## src/rtl/clock_phase_gen.sv

```systemverilog
// Divides the board clock into processor/regfile/dmem clocks with a post-reset hold-off,
// a period-boundary stall and a count of completed processor periods.
module clock_phase_gen #(
    parameter int unsigned DIV         = 4,
    parameter int unsigned HOLD_CYCLES = 2,
    parameter int unsigned CNT_W       = 32
) (
    input  logic                    clock,
    input  logic                    reset,
    input  logic                    stall,
    output logic                    processor_clock,
    output logic                    regfile_clock,
    output logic                    dmem_clock,
    output logic                    running,
    output logic [$clog2(DIV)-1:0]  phase,
    output logic [CNT_W-1:0]        cycle_count
);

    localparam int unsigned PhW   = $clog2(DIV);
    localparam int unsigned HoldW = $clog2(HOLD_CYCLES + 1);

    localparam logic [PhW-1:0]   PhLast   = PhW'(DIV - 1);
    localparam logic [PhW-1:0]   PhHalf   = PhW'(DIV / 2);
    localparam logic [PhW-1:0]   PhQuart  = PhW'(DIV / 4);
    localparam logic [PhW-1:0]   PhThreeQ = PhW'((3 * DIV) / 4);
    localparam logic [HoldW-1:0] HoldLast = HoldW'(HOLD_CYCLES - 1);

    typedef enum logic [1:0] {
        StHold,
        StRun,
        StStall
    } state_e;

    state_e             state_q, state_d;
    logic [PhW-1:0]     phase_q, phase_d;
    logic [HoldW-1:0]   hold_q, hold_d;
    logic [CNT_W-1:0]   count_q, count_d;

    logic run_d, pclk_d, dclk_d;

    always_comb begin
        state_d = state_q;
        phase_d = phase_q;
        hold_d  = hold_q;
        count_d = count_q;
        unique case (state_q)
            StHold: begin
                hold_d  = hold_q + HoldW'(1);
                phase_d = '0;
                if (hold_q == HoldLast) begin
                    state_d = StRun;
                end
            end
            StRun: begin
                // stall only takes effect at the period boundary so no period is shortened
                if (phase_q == PhLast) begin
                    phase_d = '0;
                    count_d = count_q + CNT_W'(1);
                    if (stall) begin
                        state_d = StStall;
                    end
                end else begin
                    phase_d = phase_q + PhW'(1);
                end
            end
            StStall: begin
                phase_d = '0;
                if (!stall) begin
                    state_d = StRun;
                end
            end
            default: begin
                state_d = StHold;
                phase_d = '0;
            end
        endcase
    end

    // Outputs are registered decodes of the next state so they match state/phase each cycle.
    always_comb begin
        run_d  = (state_d == StRun);
        pclk_d = run_d && (phase_d < PhHalf);
        dclk_d = run_d && (phase_d >= PhQuart) && (phase_d < PhThreeQ);
    end

    always_ff @(posedge clock) begin
        if (reset) begin
            state_q         <= StHold;
            phase_q         <= '0;
            hold_q          <= '0;
            count_q         <= '0;
            processor_clock <= 1'b0;
            regfile_clock   <= 1'b0;
            dmem_clock      <= 1'b0;
            running         <= 1'b0;
        end else begin
            state_q         <= state_d;
            phase_q         <= phase_d;
            hold_q          <= hold_d;
            count_q         <= count_d;
            processor_clock <= pclk_d;
            regfile_clock   <= pclk_d;
            dmem_clock      <= dclk_d;
            running         <= run_d;
        end
    end

    assign phase       = phase_q;
    assign cycle_count = count_q;

endmodule

```

## config.mk

```make
export PLATFORM = sky130hd
export DESIGN_NAME = clock_phase_gen
export DESIGN_NICKNAME = d
export VERILOG_FILES = /design/src/rtl/clock_phase_gen.sv
export SDC_FILE = /design/constraint.sdc
export NUM_CORES = 1
export LEC_CHECK = 0
export BUFFER_PORTS_ARGS = -buffer_cell sky130_fd_sc_hd__buf_2
export CORE_AREA = 2 2 73 75
export DETAILED_ROUTE_END_ITERATION = 12
export DIE_AREA = 0 0 75 77
export PLACE_DENSITY = 0.72
export SYNTH_ARGS = -nofsm -noshare
export SYNTH_HDL_FRONTEND = slang
export SYNTH_SLANG_ARGS = --single-unit
```

## constraint.sdc

```tcl
create_clock -name clock -period 1.85 [get_ports clock]
set_input_delay 0.185 -clock clock [delete_from_list [all_inputs] [get_ports clock]]
set_output_delay 0.185 -clock clock [all_outputs]
set_load 0.1 [all_outputs]
```

==> impl_results.md <==
- Fill count: 458
- Fin. Hold Viols: 0
- Part of the power in combinational logic: 20.5%
- Setup TNS: -0.00576 ns
- Critical path endpoint: cycle_count[19]
- FP Rows: 26
- Cts bufs inserted: 5
- Pint: 1.25 mW
- Synth Warn #: 0
- Startpoint class of the critical path: register
- Total track usage: 17.4%
- TritonCTS clock tree: built
- Drt total wl: about 4.8 mm
- Number of vias per cell: 5.31
- Slew headroom: 67.4%
- Worst reg2reg endpoint: cycle_count[19]
- Critical path peak fanout: 8
- Initial core utilization: 38.0%
- Ys flop type: dfxtp_1
- First-pass GRT wire length: 7.87 mm
- Synth unique cells: 37
- Worst skew pair latency: ~0.3 ns
- Synth Area per Inst: a little under 9 um2
- Setup WS post-layout: -0.00469 ns
- GP Congestion: approximately 0.76
- ANT nets after route: 0
- RSZ-0062 raised after global routing: true
- Fmax: 0.539 GHz
- MaxCap Viol Count: 0
- Tmin final: 1.85 ns
- Via count: roughly 1900
- Synthesis-stage register bit count: 41
- Status: finished, violations left
- Inst Count DP: 346
- Peak supply drop: ~0.42 mV
- Final hold slack: 0.163 ns
- Worst hold stages: 2
- Die Area: 0.00578 mm2
- Number of global-route vias before repair: 1776
- Share of cells above drive strength 1: 47.9%
- WP data required: 2.08 ns
- I/O pins: 41
- Switch Pwr: 0.641 mW
- DPL Wire Length: 3.33 mm
- GRT overflow: 0
- Worst R2R Path Depth: 5
- Clk sinks: 41
- Die Span X: 75 um
- H-tree depth: 2
- Largest net degree at the start of global routing: 16
- CTS root buf: clkbuf_8
- Cell area power density: between 700 and 800 mW/mm2
- Post-route non-filler standard cell count: 360
- Hold WC Path Type: input pin to register
- Clk slew on worst S/H paths: 0.08 ns
- Core area: ~0.005 mm2
- Clock network power share: about 30%
- Clk_skew: roughly 0.0027 ns
- EDFF count, synth: 0
- Final Setup Violations: 2
- Routed wire length per instance: 13.4 um
- PortBufs: 40
- Sequential area share after synthesis: 43.4%
- Mapped Nets: between 200 and 250
- DR pass1 iterations: 4
- Crit share post-route: 100%
- Iter 0 DRT Violations: roughly 130
- Slew @ Worst Pin: ~0.49 ns
- Worst-case clock buffer depth: 2
- Ant. Diodes: 0
- Failing checks: setup timing
- Initial antenna violation count: 0
- Drt drc: 0
- Final #Nets: 295
- FF+latch area: about 920 um2
- Post-synthesis cell count: 214
- Reg2Reg Setup Slack: -0.005 ns
- Synth Cell Area: 0.00189 mm2
- Crit. End Element: register
- Leak pwr: roughly 1.1 nW
- Worst setup startpoint: phase[1]
- Flop pwr share: 48.8%
- Die span in y: roughly 77 um
- Max-slew violation count: 0
- RR Startpoint: phase[1]
- Synthesis-to-finish area growth: 42.9%
- WS Path Type: register to register
- Asr flop ratio synth: 0%
- Arr. time, crit path: between 2 and 2.5 ns
- Footprint of the multi-input gates: 0.00109 mm2
- Sw frac: 33.8%
-- state kept, by name (all words and copies together) (netlist names) --
name,cells
cycle_count,32
hold_q,2
phase,2
state_q,2
dmem_clock,1
regfile_clock,1
running,1
-- logic make-up after synthesis --
logic type | synth area share [%]
AND/OR/NAND/NOR | 29.0
buffers and inverters | 4.30
XOR/XNOR | 5.09
adder cells (fa/ha/maj) | 1.98
flip-flops | 43.4
AO/OA/AOI/OAI | 13.4
multiplexers | 2.91
-- metrics by stage --
step,util [%],area (um2),total power [mW],worst slack [ns]
2_1_floorplan,-,2060,1.26,-0.188
3_3_place_gp,50.5,2510,1.33,0.0313
3_5_place_dp,50.5,2510,1.33,0.00440
4_1_cts,52.3,2600,1.91,0.00561
5_1_grt,54.3,2700,1.98,-0.0834
6_report,54.3,2700,1.89,-0.00469
-- cell usage after synthesis (all sizes together) (6+ instances only) --
| master | number | area share, % |
|---|---|---|
| nand2 | 11 | 2.2 |
| nand3 | 11 | 2.9 |
| nand4 | 10 | 3.6 |
| or4 | 14 | 5.8 |
| dfxtp | 41 | 43 |
| buf | 8 | 2.1 |
| xnor2 | 7 | 3.2 |
| o31ai | 13 | 5.2 |
| nor2 | 19 | 3.8 |
| a21oi | 19 | 5.0 |
| o21ai | 6 | 1.6 |
| inv | 8 | 1.6 |
-- repair_timing --
action / CTS / global route
gates resized for setup: 1 / 14
pin swaps: 1 / 4
buffers inserted: 0 / 5
gates cloned: 0 / 1
setup endpoints to repair: 3 / 13
hold buffers: 0 / 0
-- critical path, cell delays in order (launching register included) --
cell and delay, ns:
dfxtp_4 0.36, ha_4 0.15, nand3b_4 0.08, or4_4 0.58
or4_4 0.50, a21oi_2 0.12
-- layout by cell type, fill, tap and decap left out, types with 4 or more instances in the layout --
cell type / instances
mux2_2: 4
xor2_1: 4
a21oi_1: 14
nor4_1: 4
nor2_1: 19
nand4_1: 9
buf_2: 40
or4_4: 5
or4_1: 10
xnor2_1: 7
nand3_1: 10
o31ai_1: 11
clkbuf_8: 5
nand2_1: 11
dfxtp_2: 6
dfxtp_1: 11
buf_4: 37
inv_1: 8
a21oi_2: 5
dfxtp_4: 24
o21ai_0: 6
or3_1: 5
-- power groups by stage --
| stage | combinational [mW] | sequential (mW) | clock, mW |
|---|---|---|---|
| floorplan | 0.173 | 1.09 | 0 |
| global placement | 0.381 | 0.946 | 0 |
| detailed placement | 0.385 | 0.946 | 0 |
| CTS | 0.385 | 0.925 | 0.604 |
| global route | 0.415 | 0.933 | 0.635 |
| finish | 0.389 | 0.924 | 0.581 |
-- worst min path at each step --
stage,from,endpoint,slack (ns)
2_1_floorplan,stall,state_q[1],0.35
3_3_place_gp,stall,state_q[1],0.47
4_1_cts,reset,cycle_count[1],0.16
3_5_place_dp,stall,state_q[1],0.47
6_report,reset,cycle_count[0],0.16
5_1_grt,reset,cycle_count[1],0.18
-- final cells by class --
| type | count | share of cell area (%) |
|---|---|---|
| clock buffers | 5 | 2.55 |
| clock inverters | 3 | 0.602 |
| inverters | 8 | 1.11 |
| multi-input cells | 155 | 40.4 |
| flip-flops and latches | 41 | 34.0 |
| well taps | 70 | 3.24 |
| repair buffers | 78 | 18.1 |
-- per-layer routing --
metal	vias to the layer above	GRT usage [%]	share of wire (%)
met5	-	0	0
met4	0	8.21	1.8
met3	10	2.76	3.7
met2	38	28.0	50
met1	918	22.3	44
li1	945	-	-
(Power assumes the default switching activity.)
